### config.mk
export PLATFORM = sky130hd
export DESIGN_NAME = mem_arbiter
export DESIGN_NICKNAME = d
export VERILOG_FILES = /design/src/rtl/mem_pkg.sv /design/src/rtl/mem_extend.sv /design/src/rtl/mem_arbiter.sv
export SDC_FILE = /design/constraint.sdc
export NUM_CORES = 1
export LEC_CHECK = 0
export ABC_AREA = 0
export CORE_MARGIN = 4
export CORE_UTILIZATION = 30
export DETAILED_ROUTE_END_ITERATION = 8
export HOLD_SLACK_MARGIN = 0.08
export PLACE_DENSITY = 0.56
export SLEW_MARGIN = 20
export SYNTH_ARGS = -nofsm -noshare
export SYNTH_HDL_FRONTEND = slang
export SYNTH_HIERARCHICAL = 1
export SYNTH_SLANG_ARGS = --single-unit
### constraint.sdc
create_clock -name clk -period 10.8 [get_ports clk]
set_input_delay 1.62 -clock clk [delete_from_list [all_inputs] [get_ports clk]]
set_output_delay 1.62 -clock clk [all_outputs]
set_load 0.005 [all_outputs]
### src/rtl/mem_pkg.sv
// Shared definitions for the RAM port arbiter: load/store codes, FSM state
// encoding and small helpers for byte counts and load extension.
package mem_pkg;

  localparam logic [3:0] MT_NONE = 4'd0;
  localparam logic [3:0] MT_LB   = 4'd1;
  localparam logic [3:0] MT_LH   = 4'd2;
  localparam logic [3:0] MT_LW   = 4'd3;
  localparam logic [3:0] MT_LBU  = 4'd4;
  localparam logic [3:0] MT_LHU  = 4'd5;
  localparam logic [3:0] MT_SB   = 4'd6;
  localparam logic [3:0] MT_SH   = 4'd7;
  localparam logic [3:0] MT_SW   = 4'd8;

  localparam logic [2:0] ST_IDLE  = 3'd0;
  localparam logic [2:0] ST_READ  = 3'd1;
  localparam logic [2:0] ST_WAIT  = 3'd2;
  localparam logic [2:0] ST_WRITE = 3'd3;
  localparam logic [2:0] ST_DONE  = 3'd4;

  // Zero marks an unknown code, which the arbiter treats as no request.
  function automatic logic [2:0] byte_count(input logic [3:0] mtype);
    case (mtype)
      MT_LB, MT_LBU, MT_SB: byte_count = 3'd1;
      MT_LH, MT_LHU, MT_SH: byte_count = 3'd2;
      MT_LW, MT_SW:         byte_count = 3'd4;
      default:              byte_count = 3'd0;
    endcase
  endfunction

  function automatic logic is_store(input logic [3:0] mtype);
    is_store = (mtype == MT_SB) || (mtype == MT_SH) || (mtype == MT_SW);
  endfunction

  function automatic logic [31:0] load_extend(input logic [3:0] mtype,
                                              input logic [31:0] word);
    case (mtype)
      MT_LB:   load_extend = {{24{word[7]}}, word[7:0]};
      MT_LBU:  load_extend = {24'h000000, word[7:0]};
      MT_LH:   load_extend = {{16{word[15]}}, word[15:0]};
      MT_LHU:  load_extend = {16'h0000, word[15:0]};
      default: load_extend = word;
    endcase
  endfunction

endpackage

### src/rtl/mem_extend.sv
// Combinational sign/zero extension of an assembled little-endian load word.
module mem_extend
  import mem_pkg::*;
#(
  parameter int XLEN = 32
) (
  input  logic [3:0]      mem_type,
  input  logic [XLEN-1:0] word,
  output logic [XLEN-1:0] ext
);

  always_comb begin
    ext = word;
    case (mem_type)
      MT_LB:   ext = {{(XLEN-8){word[7]}}, word[7:0]};
      MT_LBU:  ext = {{(XLEN-8){1'b0}}, word[7:0]};
      MT_LH:   ext = {{(XLEN-16){word[15]}}, word[15:0]};
      MT_LHU:  ext = {{(XLEN-16){1'b0}}, word[15:0]};
      default: ext = word;
    endcase
  end

endmodule

### src/rtl/mem_arbiter.sv
// Shares the byte-wide RAM port between instruction fetch and the MEM stage,
// serialising each access into byte cycles with registered RAM outputs.
module mem_arbiter
  import mem_pkg::*;
#(
  parameter int ADDR_W = 32,
  parameter int XLEN   = 32
) (
  input  logic              clk,
  input  logic              rst,
  input  logic              if_req,
  input  logic [ADDR_W-1:0] if_addr,
  input  logic              if_flush,
  output logic              if_done,
  output logic [XLEN-1:0]   if_inst,
  input  logic              mem_req,
  input  logic [3:0]        mem_type,
  input  logic [ADDR_W-1:0] mem_addr,
  input  logic [XLEN-1:0]   mem_wdata,
  output logic              mem_done,
  output logic [XLEN-1:0]   mem_rdata,
  output logic              busy,
  output logic [ADDR_W-1:0] ram_a,
  output logic [7:0]        ram_dout,
  output logic              ram_wr,
  input  logic [7:0]        ram_din
);

  logic [2:0]        state;
  logic              owner_if;
  logic [3:0]        cur_type;
  logic [ADDR_W-1:0] base_addr;
  logic [XLEN-1:0]   wdata_q;
  logic [1:0]        cnt;
  logic [1:0]        last_idx;
  logic [XLEN-1:0]   asm_word;

  logic [2:0]        mem_cnt;
  logic              mem_valid;
  logic              if_grant;
  logic [1:0]        mem_last;
  logic [1:0]        cnt_nxt;
  logic [ADDR_W-1:0] addr_nxt;
  logic              abort_if;
  logic [1:0]        rx_idx;
  logic [XLEN-1:0]   rx_word;
  logic [XLEN-1:0]   ext_word;

  assign busy      = (state != ST_IDLE);
  assign mem_cnt   = byte_count(mem_type);
  assign mem_valid = mem_req && (mem_cnt != 3'd0);
  assign if_grant  = !mem_valid && if_req && !if_flush;
  assign mem_last  = mem_cnt[1:0] - 2'd1;
  assign cnt_nxt   = cnt + 2'd1;
  assign addr_nxt  = base_addr + ADDR_W'(cnt_nxt);
  assign abort_if  = owner_if && if_flush;

  // The byte on ram_din belongs to the address issued one cycle earlier;
  // in WAIT that is the final byte of the access.
  always_comb begin
    rx_idx  = (state == ST_WAIT) ? last_idx : (cnt - 2'd1);
    rx_word = asm_word;
    rx_word[{rx_idx, 3'b000} +: 8] = ram_din;
  end

  mem_extend #(.XLEN(XLEN)) u_extend (
    .mem_type (cur_type),
    .word     (rx_word),
    .ext      (ext_word)
  );

  // Single FSM owns the RAM port; done pulses and RAM strobes are registered.
  always_ff @(posedge clk) begin
    if (rst) begin
      state     <= ST_IDLE;
      owner_if  <= 1'b0;
      cur_type  <= MT_NONE;
      base_addr <= '0;
      wdata_q   <= '0;
      cnt       <= 2'd0;
      last_idx  <= 2'd0;
      asm_word  <= '0;
      if_done   <= 1'b0;
      mem_done  <= 1'b0;
      if_inst   <= '0;
      mem_rdata <= '0;
      ram_a     <= '0;
      ram_dout  <= 8'h00;
      ram_wr    <= 1'b0;
    end else begin
      if_done  <= 1'b0;
      mem_done <= 1'b0;
      case (state)
        ST_IDLE: begin
          cnt      <= 2'd0;
          asm_word <= '0;
          if (mem_valid) begin
            owner_if  <= 1'b0;
            cur_type  <= mem_type;
            base_addr <= mem_addr;
            wdata_q   <= mem_wdata;
            last_idx  <= mem_last;
            ram_a     <= mem_addr;
            if (is_store(mem_type)) begin
              ram_dout <= mem_wdata[7:0];
              ram_wr   <= 1'b1;
              state    <= ST_WRITE;
            end else begin
              state <= ST_READ;
            end
          end else if (if_grant) begin
            owner_if  <= 1'b1;
            cur_type  <= MT_LW;
            base_addr <= if_addr;
            last_idx  <= 2'd3;
            ram_a     <= if_addr;
            state     <= ST_READ;
          end
        end

        ST_READ: begin
          if (abort_if) begin
            ram_a <= '0;
            state <= ST_IDLE;
          end else begin
            if (cnt != 2'd0) begin
              asm_word <= rx_word;
            end
            if (cnt == last_idx) begin
              ram_a <= '0;
              state <= ST_WAIT;
            end else begin
              cnt   <= cnt_nxt;
              ram_a <= addr_nxt;
            end
          end
        end

        ST_WAIT: begin
          if (abort_if) begin
            state <= ST_IDLE;
          end else begin
            state <= ST_DONE;
            if (owner_if) begin
              if_done <= 1'b1;
              if_inst <= ext_word;
            end else begin
              mem_done  <= 1'b1;
              mem_rdata <= ext_word;
            end
          end
        end

        ST_WRITE: begin
          if (cnt == last_idx) begin
            ram_a    <= '0;
            ram_dout <= 8'h00;
            ram_wr   <= 1'b0;
            mem_done <= 1'b1;
            state    <= ST_DONE;
          end else begin
            cnt      <= cnt_nxt;
            ram_a    <= addr_nxt;
            ram_dout <= wdata_q[{cnt_nxt, 3'b000} +: 8];
          end
        end

        ST_DONE: begin
          state <= ST_IDLE;
        end

        default: begin
          state <= ST_IDLE;
        end
      endcase
    end
  end

endmodule

After elaboration in Yosys (flattened, before gate mapping)
Memory sizes are Yosys's and may differ from the RTL's. Cells that the tools add are included.

Mux-type cells: 41. Shift-type cells: 3. Reduce and logical (&&, ||, !) cells: 27. Bitwise logic cells: 3. Add/sub/neg operators: 5. Equality and inequality tests: 18.

Operators by type and width (count): $mux 32 (6); $pmux 32 s4 (1); $pmux 32 s3 (1); $pmux 32 s2 (1); $add 32x2->32 (1); $bwmux 32 (1); $shift 8x7->32 const A (1); $shiftx 32x6->8 (1); $shiftx 8x7->32 (1); $mux 8 (3); $mux 3 (6); $eq 4x3->1 const B (4); $pmux 8 s2 (1); $reduce_and 3->1 (5); $mux 2 (6); $pmux 3 s4 (1); $ne 2x2->1 const B (5); $mux 1 (9); $reduce_bool 3->1 (3); $mux 4 (2); $reduce_and 2->1 (4); $reduce_bool 2->1 (4); $neg 5->7 (1); $eq 3x2->1 const B (2); other kinds (17) (27).

Output and inout bits: 108. Register bits after elaboration: 215. Logic and storage cells: 113. Memories kept: 1. Bits of input ports: 113. Bits in read-only memories: 48.

Memory list: (no name shown) (words 16, bits a word 3, rd ports 1, clocked after memory_dff 0, wr ports 0, line mem_pkg.sv:23) `case (mtype)`.

Longest topological paths before layout
Gate-level depths: netlist of run 1. An unclocked memory read counts as a cell.

Word-level depth: 9. Depth in mapped cells: 16. Depth with buffers taken out: 14.

Modules after synthesis
Netlist of run 1, hierarchy kept.

By module, submodules not included: mem_arbiter (times used 1, cells each 1158, seq. area each 4304.1 µm², area each 9695.5 µm²); mem_extend (times used 1, cells each 45, seq. area each 0.0 µm², area each 334.1 µm²).

Worst setup path before layout of run 1
No wires, ideal clock.

Kind: reg-to-reg. From: reg cnt[0]. To: reg mem_rdata[16]. Library setup time: 0.070 ns. Data arrival time: 3.893 ns. Setup slack: 6.836 ns. Clock period less this slack: 3.964 ns. Required time: 10.730 ns. Path buffers: 2. Stages on the path, launching flop included: 16. Path through: dfxtp_1 > inv_1 > ha_1 > buf_1 > nand2_1 > o21a_1 > ha_1 > or2_2 > a2111oi_4 > a22o_1 > nand3b_1 > a211oi_2 > buf_4 > a21o_1 > nand2_1 > a21oi_1.

Longest elaborated chain between the ends: 6. Elaborated cells between the ends (all ways): 7. Those cells by class: 2 x add/sub; 2 x shift; 3 x mux.

RTL lines: start, declared (line mem_arbiter.sv:34) `logic [1:0] cnt;`; start signal, assigned (line mem_arbiter.sv:133) `cnt <= cnt_nxt;`; start signal, assigned (line mem_arbiter.sv:162) `cnt <= cnt_nxt;`; $sub 2x1->2 (*) (line mem_arbiter.sv:61) `rx_idx = (state == ST_WAIT) ? last_idx : (cnt - 2'd1);`; $mux 2 (*) (line mem_arbiter.sv:61); $neg 5->7 (*) (line mem_arbiter.sv:63) `rx_word[{rx_idx, 3'b000} +: 8] = ram_din;`; $shiftx 8x7->32 or $shift 8x7->32 (tied branches) (line mem_arbiter.sv:63); $bwmux 32 (*) (line mem_arbiter.sv:63); net rx_word[15] (line mem_arbiter.sv:46) `logic [XLEN-1:0] rx_word;`; $pmux 32 s4 (*) (line mem_extend.sv:14) `case (mem_type)`; net ext_word[16] (line mem_arbiter.sv:47) `logic [XLEN-1:0] ext_word;`; end signal, assigned (line mem_arbiter.sv:149) `mem_rdata <= ext_word;`; end, declared (line mem_arbiter.sv:21) `output logic [XLEN-1:0] mem_rdata,`.

The timed path passes the listed nets; every way through them passes the cells marked *. A chain may end at the register's enable or synchronous reset.

Worst setup path after layout of run 1
From: in mem_type[2]. To: reg ram_a[14].

Longest elaborated chain between the ends: 8. Elaborated cells between the ends (all ways): 10. Those cells by class: 1 x eq/ne; 2 x mux; 6 x reduce/logical; 1 x memory.

RTL lines: start, declared (line mem_arbiter.sv:17) `input logic [3:0] mem_type,`; $mem_v2 16x3 (*); $reduce_bool 3->1 (*) (line mem_arbiter.sv:51) `assign mem_valid = mem_req && (mem_cnt != 3'd0);`; $logic_and 1x1->1 (*) (line mem_arbiter.sv:51); $logic_not 1->1 (line mem_arbiter.sv:52) `assign if_grant = !mem_valid && if_req && !if_flush;`; $logic_and 1x1->1 (2 in a row) (line mem_arbiter.sv:52); $ne 3x3->1 (no source line); $reduce_and 2->1 (no source line); end signal, assigned (line mem_arbiter.sv:103) `ram_a <= mem_addr;`; end signal, assigned (line mem_arbiter.sv:116) `ram_a <= if_addr;`; end signal, assigned (line mem_arbiter.sv:134) `ram_a <= addr_nxt;`; end, declared (line mem_arbiter.sv:23) `output logic [ADDR_W-1:0] ram_a,`.

Every way passes the cells marked *; elsewhere a longest branch is shown, timed or not.

==> results of run 1 <==
==> per-layer routing <==
metal,track usage (%),up-vias,routed length (µm)
met4,4.72,0,793
li1,-,4543,-
met1,23.1,4435,14800
met5,0,-,0
met3,3.28,56,1980
met2,27.7,249,14900
==> metrics by stage <==
step                area (µm²)  power (mW)  utilization, %
floorplan                10000        1.09               -
global placement         12400        1.24            37.9
detailed placement       12400        1.24            38.0
CTS                      13300        2.12            40.6
global route             13300        2.18            40.6
finish                   13300        2.09            40.6
==> synthesized netlist by cell type, types with 3 or more instances <==
cell / instances
sky130_fd_sc_hd__a21o_1: 26
sky130_fd_sc_hd__or3_1: 3
sky130_fd_sc_hd__mux2_2: 9
sky130_fd_sc_hd__or4_1: 4
sky130_fd_sc_hd__and2_1: 5
sky130_fd_sc_hd__and3_1: 7
sky130_fd_sc_hd__inv_1: 17
sky130_fd_sc_hd__mux2_1: 5
sky130_fd_sc_hd__o221a_2: 3
sky130_fd_sc_hd__and4_1: 3
sky130_fd_sc_hd__o211ai_1: 7
sky130_fd_sc_hd__a22oi_1: 42
sky130_fd_sc_hd__nor4_1: 6
sky130_fd_sc_hd__buf_2: 22
sky130_fd_sc_hd__a31oi_1: 7
sky130_fd_sc_hd__xor2_1: 10
sky130_fd_sc_hd__mux2i_1: 13
sky130_fd_sc_hd__buf_6: 3
sky130_fd_sc_hd__nor3_1: 30
sky130_fd_sc_hd__nand2_1: 236
sky130_fd_sc_hd__clkbuf_1: 62
sky130_fd_sc_hd__o21ai_0: 21
sky130_fd_sc_hd__mux4_2: 8
sky130_fd_sc_hd__a32oi_1: 7
sky130_fd_sc_hd__ha_1: 9
sky130_fd_sc_hd__nand2b_1: 9
sky130_fd_sc_hd__nand4_1: 14
sky130_fd_sc_hd__nor2_1: 108
sky130_fd_sc_hd__nand3b_1: 4
sky130_fd_sc_hd__dfxtp_1: 215
sky130_fd_sc_hd__buf_4: 11
sky130_fd_sc_hd__a21oi_1: 120
sky130_fd_sc_hd__a211oi_1: 14
sky130_fd_sc_hd__nor2b_1: 3
sky130_fd_sc_hd__a22o_1: 32
sky130_fd_sc_hd__o21ai_1: 7
sky130_fd_sc_hd__o22ai_1: 11
sky130_fd_sc_hd__xnor2_1: 18
sky130_fd_sc_hd__nand3_1: 25
sky130_fd_sc_hd__o21a_1: 8
==> report_power, final <==
group	internal (mW)	switching, mW
sequential	0.838	0.0463
combinational	0.152	0.187
clock	0.523	0.346
==> path summary, 6_finish.rpt <==
path	cells after the start	slack (ps)	end	startpoint
hold / removal	2	450	wdata_q[25]$_SDFFE_PP0P_	wdata_q[25]$_SDFFE_PP0P_
setup reg to reg	13	6380	mem_rdata[28]$_SDFFE_PP0P_	cnt[0]$_SDFFE_PP0P_
setup / recovery	13	6280	ram_a[14]$_SDFFE_PP0P_	mem_type[2]
hold reg to reg	2	450	wdata_q[25]$_SDFFE_PP0P_	wdata_q[25]$_SDFFE_PP0P_
==> kinds of logic after synthesis <==
| kind of cell | count (synthesis) | synth area share [%] |
|---|---|---|
| fa+ha+maj | 10 | 1.32 |
| mux | 35 | 4.67 |
| xor+xnor | 28 | 2.45 |
| flops | 215 | 42.9 |
| compound gates | 325 | 22.1 |
| simple gates | 471 | 21.2 |
| buf+inv | 119 | 5.36 |
==> cell type report <==
cell class / count / area (µm²) / share of cell area, %
multi-input cells: 869 / 5240 / 39.4
flip-flops and latches: 215 / 4300 / 32.4
repair buffers: 231 / 2290 / 17.2
clock buffers: 35 / 733 / 5.51
well taps: 442 / 553 / 4.16
clock inverters: 10 / 120 / 0.903
inverters: 19 / 71.3 / 0.536
==> flip-flops by register name, indices dropped and copies added (netlist names), 2 cells and up <==
name	cells
asm_word	32
base_addr	32
if_inst	32
mem_rdata	32
ram_a	32
wdata_q	32
ram_dout	8
cur_type	4
state	3
cnt	2
last_idx	2
==> worst max-delay path, cell delays in order <==
cell	delay, ps
sky130_fd_sc_hd__clkdlybuf4s50_1	730
sky130_fd_sc_hd__nor2_1	70
sky130_fd_sc_hd__mux2i_1	140
sky130_fd_sc_hd__nor2_1	70
sky130_fd_sc_hd__inv_1	70
sky130_fd_sc_hd__ha_1	130
sky130_fd_sc_hd__inv_1	100
sky130_fd_sc_hd__o31ai_4	620
sky130_fd_sc_hd__buf_4	440
sky130_fd_sc_hd__a21oi_4	220
sky130_fd_sc_hd__buf_4	340
sky130_fd_sc_hd__o21ai_0	190
sky130_fd_sc_hd__o22ai_1	90
==> results.rst, run 1 <==
.. list-table::
   :header-rows: 1

   * - Metric
     - Value
   * - Fraction of synthesis flops using an asynchronous set or reset pin
     - 0%
   * - Post-cts hold buffer count
     - 0
   * - Post-CTS setup buffers
     - 0
   * - Library cells used by synthesis
     - 69
   * - Number of flops mapped to enable cells by yosys
     - 0
   * - Detail Route Antenna Nets
     - 0
   * - Remaining design rule violation count
     - 0
   * - Routed wirelength normalized by instance count
     - 17.8 µm
   * - Die area
     - 0.0364 mm²
   * - Ratio of final minimum period to clock period
     - 41.8%
   * - Warning count from the yosys run
     - 6
   * - Least setup slack across all paths after layout
     - 6280 ps
   * - Clock buffers created by TritonCTS
     - 25
   * - Final critical path time including I/O delays and setup
     - 4520 ps
   * - Number of sinks driven by the clock tree
     - 215
   * - Total inserted antenna cells
     - 0
   * - Worst clock skew
     - 9.36 ps
   * - Mean post-synth cell area
     - 8.34 µm²
   * - Post-Place Setup Slack
     - 5750 ps
   * - Total wire length
     - 32500 µm
   * - Leakage dissipation
     - 4.68 nW
   * - Initial Util
     - 30.6%
   * - Crit start category
     - input pin
   * - Port Buffer Count
     - 220
   * - Core outline area
     - 0.0328 mm²
   * - Area growth from synthesis to layout
     - 32.6%
   * - Top achievable clock speed
     - 0.221 GHz
   * - Endpoints failing hold
     - 0
   * - Top-area cell type share of the netlist area
     - 42.9%
   * - Standard-cell row count
     - 66
   * - Overall routing resource usage
     - 17.0%
   * - Level count of the clock H-tree
     - 1
   * - Sum Neg Setup Slack
     - 0 ps
   * - Critical path class
     - in2reg
   * - Total number of vias
     - 9283
   * - Clock slew at the register clock pins of the worst setup and hold paths
     - 60 ps
   * - Total congestion overflow
     - 0
   * - Max IR drop VDD
     - 0.129 mV
   * - Initial DRC Count
     - 688
   * - Die Wd
     - 191 µm
   * - Number of cells in the finished layout apart from fillers
     - 1821
   * - Syn nets
     - 1326
   * - Crit. End Element
     - flop
   * - Commonest non-fill, non-tap cell in the layout
     - sky130_fd_sc_hd__nand2_1
   * - Leading cell types in the layout, fill and taps excluded
     - 235 x sky130_fd_sc_hd__nand2_1, 219 x sky130_fd_sc_hd__clkdlybuf4s50_1, 215 x sky130_fd_sc_hd__dfxtp_1
   * - Share of post-route cells with drive strength above 1
     - 7.11%
   * - Largest area contributor in the synthesized netlist
     - sky130_fd_sc_hd__dfxtp_1
   * - Number of instances in the synthesized netlist
     - 1203
   * - Fill cell instance count of the final layout
     - 3328
   * - Io pins
     - 221
   * - Slew of the pin with the lowest slew margin
     - 1020 ps
   * - WP data required
     - 11170 ps
   * - Worst min-delay path class
     - reg2reg
   * - Initial antenna violation count
     - 0
   * - Area of the mapped netlist
     - 0.0100 mm²
   * - Endpoint arrival time on the critical path
     - 4880 ps
   * - Clock tree from TritonCTS
     - done
   * - Clock latency on the worst-skew pair
     - 530 ps
   * - First-pass GRT wire length
     - 50300 µm
   * - Worst-path maximum fanout
     - 36
   * - NumNets Final
     - 1484
   * - Die H
     - 191 µm
   * - Setup repair after global routing missed its margin
     - false
   * - Most instantiated flip-flop cell in the synthesis netlist
     - sky130_fd_sc_hd__dfxtp_1
   * - Pre-Repair DR Iteration Count
     - 5
   * - Maximum number of pins on one net before global-route repair
     - 76
   * - Biggest area contributors in the synthesized netlist
     - sky130_fd_sc_hd__dfxtp_1 43%, sky130_fd_sc_hd__nand2_1 8.8%, sky130_fd_sc_hd__a21oi_1 6.0%, sky130_fd_sc_hd__nor2_1 4.0%, sky130_fd_sc_hd__a22oi_1 3.1%
   * - Share of synthesized area occupied by flip-flops and latches
     - 42.9%
   * - Final weighted congestion of routability-driven global placement
     - 0.823
   * - Max_slew headroom
     - 32.2%
   * - Number of vias per cell
     - 5.10
   * - CTS root buffer
     - sky130_fd_sc_hd__clkbuf_16
   * - Via count of the first global-routing pass
     - 9067
   * - Outcome
     - finished clean
   * - Number of placed instances with taps included
     - 1776
   * - Synthesis-stage register bit count
     - 215
   * - Pwr/cell area
     - 157 mW/mm²
   * - WHS
     - 451 ps
   * - Post-cts repair resize count
     - 0
   * - Slew Viols, Final
     - 0
   * - Reported max-cap violation count
     - 0
   * - Buffers from clock root to sink, at most
     - 3
   * - Final setup fails
     - 0
   * - Half-perimeter wire length after placement
     - 22600 µm
(Power assumes the default switching activity.)
==> run 2: changes to the inputs <==
clock period = 4.6 ns   (was 10.8 ns; I/O delays follow)
==> results.rst, run 2 (synthesis gave the netlist of run 1 again) <==
.. list-table::
   :header-rows: 1

   * - Metric
     - Value
   * - Outcome
     - finished clean
   * - Clock tree from TritonCTS
     - done
   * - Leakage dissipation
     - 4.73 nW (+0.90%)
   * - Detail Route Antenna Nets
     - 0 (unchanged)
   * - Comb power frac
     - 16.1% (about the same)
   * - Final critical path time including I/O delays and setup
     - 4000 ps
   * - Post-CTS setup buffers
     - 0 (unchanged)
   * - Critical hold path startpoint
     - mem_rdata[9]$_SDFFE_PP0P_
   * - Fraction of power consumed by the clock network
     - 41.9% (+0.4 points)
   * - Critical register-to-register path startpoint
     - state[1]$_SDFFE_PP0P_
   * - Port Buffer Count
     - 220 (unchanged)
   * - Share of post-route cells with drive strength above 1
     - 7.49% (+0.39 points)
   * - Die Wd
     - 191 µm (unchanged)
   * - Reg2Reg Depth
     - 12 (-1)
   * - Initial DRC Count
     - 579 (-16%)
   * - Max_slew headroom
     - 36.9% (+4.7 points)
   * - Clock buffers created by TritonCTS
     - 25 (unchanged)
   * - Worst setup path start
     - state[1]$_SDFFE_PP0P_
   * - Area growth from synthesis to layout
     - 33.2%
   * - NumNets Final
     - 1492 (+0.54%)
   * - Level count of the clock H-tree
     - 1 (unchanged)
   * - Die area
     - 0.0364 mm² (unchanged)
   * - Leading cell types in the layout, fill and taps excluded
     - 235 x sky130_fd_sc_hd__nand2_1, 219 x sky130_fd_sc_hd__clkdlybuf4s50_1, 215 x sky130_fd_sc_hd__dfxtp_1
   * - Sequential group share of total power
     - 41.9% (-0.4 points)
   * - Worst min-delay path class
     - reg2reg
   * - Post-cts repair resize count
     - 0 (unchanged)
   * - Endpoint arrival time on the critical path
     - 4430 ps (-450 ps)
   * - Final setup fails
     - 0 (unchanged)
   * - Pwr/cell area
     - 370 mW/mm² (+140%)
   * - Initial antenna violation count
     - 0 (unchanged)
   * - Total wire length
     - 32300 µm (-0.58%)
   * - Crit start category
     - flop
   * - Number of vias per cell
     - 5.06 (-0.66%)
   * - Sum Neg Setup Slack
     - 0 ps (unchanged)
   * - Buffers from clock root to sink, at most
     - 3 (unchanged)
   * - Final weighted congestion of routability-driven global placement
     - 0.816 (-0.85%)
   * - Clock slew at the register clock pins of the worst setup and hold paths
     - 60 ps (about the same)
   * - Post-route cell area
     - 0.0134 mm² (+0.42%)
   * - Slew Viols, Final
     - 0 (unchanged)
   * - Via count of the first global-routing pass
     - 9120 (+0.58%)
   * - Standard-cell row count
     - 66 (unchanged)
   * - Net load switching power
     - 1.35 mW (+130%)
   * - Io pins
     - 221 (unchanged)
   * - First-pass GRT wire length
     - 50700 µm (+0.77%)
   * - Maximum number of pins on one net before global-route repair
     - 114 (+50%)
   * - Clock latency on the worst-skew pair
     - 530 ps (about the same)
   * - Initial Util
     - 30.6% (unchanged)
   * - Number of cells on the worst hold path
     - 2 (unchanged)
   * - WP data required
     - 5030 ps (-6140 ps)
   * - Reported max-cap violation count
     - 0 (unchanged)
   * - Internal
     - 3.60 mW (+140%)
   * - Overall routing resource usage
     - 17.1% (+0.076 points)
   * - Routed wirelength normalized by instance count
     - 17.6 µm (-1.1%)
   * - Worst clock skew
     - 17.9 ps (+8.52 ps)
   * - Area post-placement
     - 0.0125 mm² (+0.42%)
   * - Total number of vias
     - 9267 (-0.17%)
   * - Ratio of final minimum period to clock period
     - 87.0%
   * - Slew of the pin with the lowest slew margin
     - 947 ps (-70.5 ps)
   * - Max IR drop VDD
     - 0.269 mV (+110%)
   * - Half-perimeter wire length after placement
     - 22600 µm (about the same)
   * - Critical path class
     - reg2reg
   * - CTS root buffer
     - sky130_fd_sc_hd__clkbuf_16
   * - Endpoints failing hold
     - 0 (unchanged)
   * - Switching portion of total power
     - 27.2% (-0.46 points)
   * - Number of sinks driven by the clock tree
     - 215 (unchanged)
   * - Total inserted antenna cells
     - 0 (unchanged)
   * - Crit. End Element
     - flop
   * - Commonest non-fill, non-tap cell in the layout
     - sky130_fd_sc_hd__nand2_1
   * - Die H
     - 191 µm (unchanged)
   * - Core outline area
     - 0.0328 mm² (unchanged)
   * - Worst-path maximum fanout
     - 16 (-56%)
   * - Pre-Repair DR Iteration Count
     - 5 (unchanged)
   * - Total congestion overflow
     - 0 (unchanged)
   * - Post-cts hold buffer count
     - 0 (unchanged)
   * - Remaining design rule violation count
     - 0 (unchanged)
   * - Reg-to-reg slack, setup
     - 600 ps (-5780 ps)
   * - Setup repair after global routing missed its margin
     - false
   * - End of the worst register-to-register path
     - mem_rdata[22]$_SDFFE_PP0P_
   * - Min-Delay Endpoint
     - mem_rdata[9]$_SDFFE_PP0P_
   * - Top achievable clock speed
     - 0.250 GHz
==> run 2: changes by cell type in the layout (fill, tap and decap cells not counted), sizes merged <==
| cell | previous run | this run |
|---|---|---|
| bufinv | 2 | 3 |
| inv | 20 | 18 |
| buf | 12 | 19 |
| clkbuf | 35 | 38 |
==> run 2: per-layer routing <==
| metal | share of wire (%) | track usage, % | vias up |
|---|---|---|---|
| li1 | - | - | 4573 |
| met1 | 45 | 23.0 | 4441 |
| met2 | 47 | 28.7 | 220 |
| met3 | 5.2 | 3.04 | 33 |
| met4 | 1.9 | 3.78 | 0 |
| met5 | 0 | 0 | - |
==> run 2: power by group through the flow <==
stage / Sequential (mW) / Clock, mW / Combinational [mW]
2_1_floorplan: 2.08 / 0 / 0.483
3_3_place_gp: 2.11 / 0 / 0.801
3_5_place_dp: 2.11 / 0 / 0.805
4_1_cts: 2.07 / 2.13 / 0.809
5_1_grt: 2.09 / 2.21 / 0.878
6_report: 2.07 / 2.07 / 0.797
==> run 2: how the worst max path moves through the flow <==
stage                                 end  slack, ps  cells past startpoint
2_1_floorplan  mem_rdata[16]$_SDFFE_PP0P_        640                     15
3_3_place_gp   mem_rdata[27]$_SDFFE_PP0P_        820                     12
3_5_place_dp   mem_rdata[20]$_SDFFE_PP0P_        660                     12
4_1_cts        mem_rdata[18]$_SDFFE_PP0P_        600                     12
5_1_grt        mem_rdata[30]$_SDFFE_PP0P_        360                     12
6_report       mem_rdata[22]$_SDFFE_PP0P_        600                     12
==> run 2: layout make-up <==
class / instances / area [µm²]
clock buffers: 37 / 731
clock inverters: 9 / 129
fillers: 3310 / 19400
inverters: 19 / 71.3
multi-input cells: 869 / 5230
flip-flops and latches: 215 / 4300
well taps: 442 / 553
repair buffers: 239 / 2340
==> run 2: metrics by stage <==
step / worst slack, ps / total power, mW / hold WS, ps / cells / utilization (%)
final: 599 / 4.94 / 451 / 1830 / 40.8
after global routing: 364 / 5.18 / 470 / 1830 / 40.8
after CTS: 602 / 5.01 / 455 / 1829 / 40.7
after global placement: 822 / 2.91 / 441 / 1783 / 38.1
after floorplan: 636 / 2.56 / 433 / 1203 / -
after detailed placement: 665 / 2.92 / 447 / 1783 / 38.1
==> run 2: worst max-delay path, cell delays in order, from the launching register on <==
cell and delay, ps:
sky130_fd_sc_hd__dfxtp_1 570, sky130_fd_sc_hd__or3b_4 550, sky130_fd_sc_hd__a21oi_1 340, sky130_fd_sc_hd__ha_1 320, sky130_fd_sc_hd__or2_2 360, sky130_fd_sc_hd__a2111oi_4 530
sky130_fd_sc_hd__a22o_1 260, sky130_fd_sc_hd__nand3b_1 110, sky130_fd_sc_hd__a211oi_2 250, sky130_fd_sc_hd__buf_4 270, sky130_fd_sc_hd__a21o_1 130, sky130_fd_sc_hd__nand2_1 50
sky130_fd_sc_hd__a21oi_1 160
==> variant (settings of run 2) <==
`XLEN` is set to 32 in 2 places; all go to 40.
--- a/src/rtl/mem_extend.sv
+++ b/src/rtl/mem_extend.sv
@@ -2,7 +2,7 @@
 module mem_extend
   import mem_pkg::*;
 #(
-  parameter int XLEN = 32
+  parameter int XLEN = 40
 ) (
   input  logic [3:0]      mem_type,
   input  logic [XLEN-1:0] word,
--- a/src/rtl/mem_arbiter.sv
+++ b/src/rtl/mem_arbiter.sv
@@ -4,7 +4,7 @@
   import mem_pkg::*;
 #(
   parameter int ADDR_W = 32,
-  parameter int XLEN   = 32
+  parameter int XLEN   = 40
 ) (
   input  logic              clk,
   input  logic              rst,
Ports: changed (resized if_inst, mem_rdata and mem_wdata); port bits go from 221 to 245. No check against the original RTL was run, so the function may have changed too.
==> variant against run 2 <==
Final area up 11%; wire length up 12%; power rose by 14%; count of clock-buffer cells in the layout rose by 7; sequential cell count is 24 higher; non-clock buffer count up 23; synthesized area is 10% higher; worst setup slack gained 0.0053 ns; sequential power is 10% higher; fmax grew 0.13%; critical path type unchanged; largest power group is now clock.
==> variant: results (changes against run 2) <==
- Min Hold Slack: 0.451 ns (about the same)
- Num CTS Buffers: 29 (was 25)
- Vias in the first global route: 9980 (was 9120)
- Layout Utilization: 40.5% (was 40.8%)
- GP Congestion: 0.807 (was 0.816)
- Synth cell types: 74 (was 69)
- CP max-delay cell: ha_1 (was dfxtp_1)
- Post-synth top cells: nand2_1 (331), dfxtp_1 (239), a21oi_1 (139) (was nand2_1 (236), dfxtp_1 (215), a21oi_1 (120))
- Pre-CTS worst setup slack: 0.557 ns (was 0.665 ns)
- DP HPWL: 24600 um (was 22600 um)
- Worst Path Max Fanout: 24 (was 16)
- Leakage: 5.36 nW (was 4.73 nW)
- Avg Cell Area, Syn: 7.92 um^2 (was 8.34 um^2)
- Placed cells: 2009 (was 1783)
- Outcome: complete, no violations (unchanged)
- Skew-Pair Late Insertion Delay: 0.55 ns (was 0.53 ns)
- Register area share after synthesis: 43.2% (was 42.9%)
- Rel. slew slack: 29.4% (was 36.9%)
- Peak VDD IR: 0.268 mV (was 0.269 mV)
- Antenna violations before repair: 3 (was 0)
- DRT iter0 DRCs: 660 (was 579)
- Switching part of the total power: 26.8% (was 27.2%)
- IO Port Bufs: 236 (was 220)
- Adder-Cell Fraction of Synth Area: 1.20% (was 1.32%)
- Synth top area cells: dfxtp_1 (43%), nand2_1 (11%), a21oi_1 (6.3%), nor3_1 (3.3%), nor2_1 (3.2%) (was dfxtp_1 (43%), nand2_1 (8.8%), a21oi_1 (6.0%), nor2_1 (4.0%), a22oi_1 (3.1%))
- Clock group: 2.45 mW (was 2.07 mW)
- Setup WS post-layout: 0.604 ns (was 0.599 ns)
- Complex-gate fraction of the synthesized area: 21.0% (was 22.1%)
- Via count: 10500 (was 9267)
- Startpoint of the worst-slack reg-to-reg timing path: cnt[0] (was state[1])
- DP Area: 13700 um^2 (was 12500 um^2)
-- variant: cell count changes after synthesis, sizes merged, moves of 14 or more --
| cell | run 2 | this run |
|---|---|---|
| a21oi | 121 | 140 |
| a311oi | 2 | 18 |
| dfxtp | 215 | 239 |
| inv | 17 | 38 |
| nand2 | 236 | 331 |
| nor2 | 109 | 95 |
| nor3 | 31 | 72 |
-- variant: layer usage --
metal	global-route usage, %	share of wire, %
met1	23.3	45
met2	28.7	47
met5	0	0.094
met3	3.41	6.1
met4	4.10	2.0
-- variant: final cells by class --
type / instances / area share (%)
clock buffers: 44 / 5.70
clock inverters: 10 / 1.25
inverters: 39 / 0.991
multi-input cells: 1002 / 38.2
flip-flops and latches: 239 / 32.4
well taps: 468 / 3.96
repair buffers: 262 / 17.5
-- variant: tightest hold or removal path: cells and delay by family, from the launching register on --
| kind | cells | cell delay (ns) |
|---|---|---|
| DFF | 1 | 0.30 |
| AOI/OAI and AO/OA | 1 | 0.05 |
| and+or+nand+nor | 1 | 0.05 |
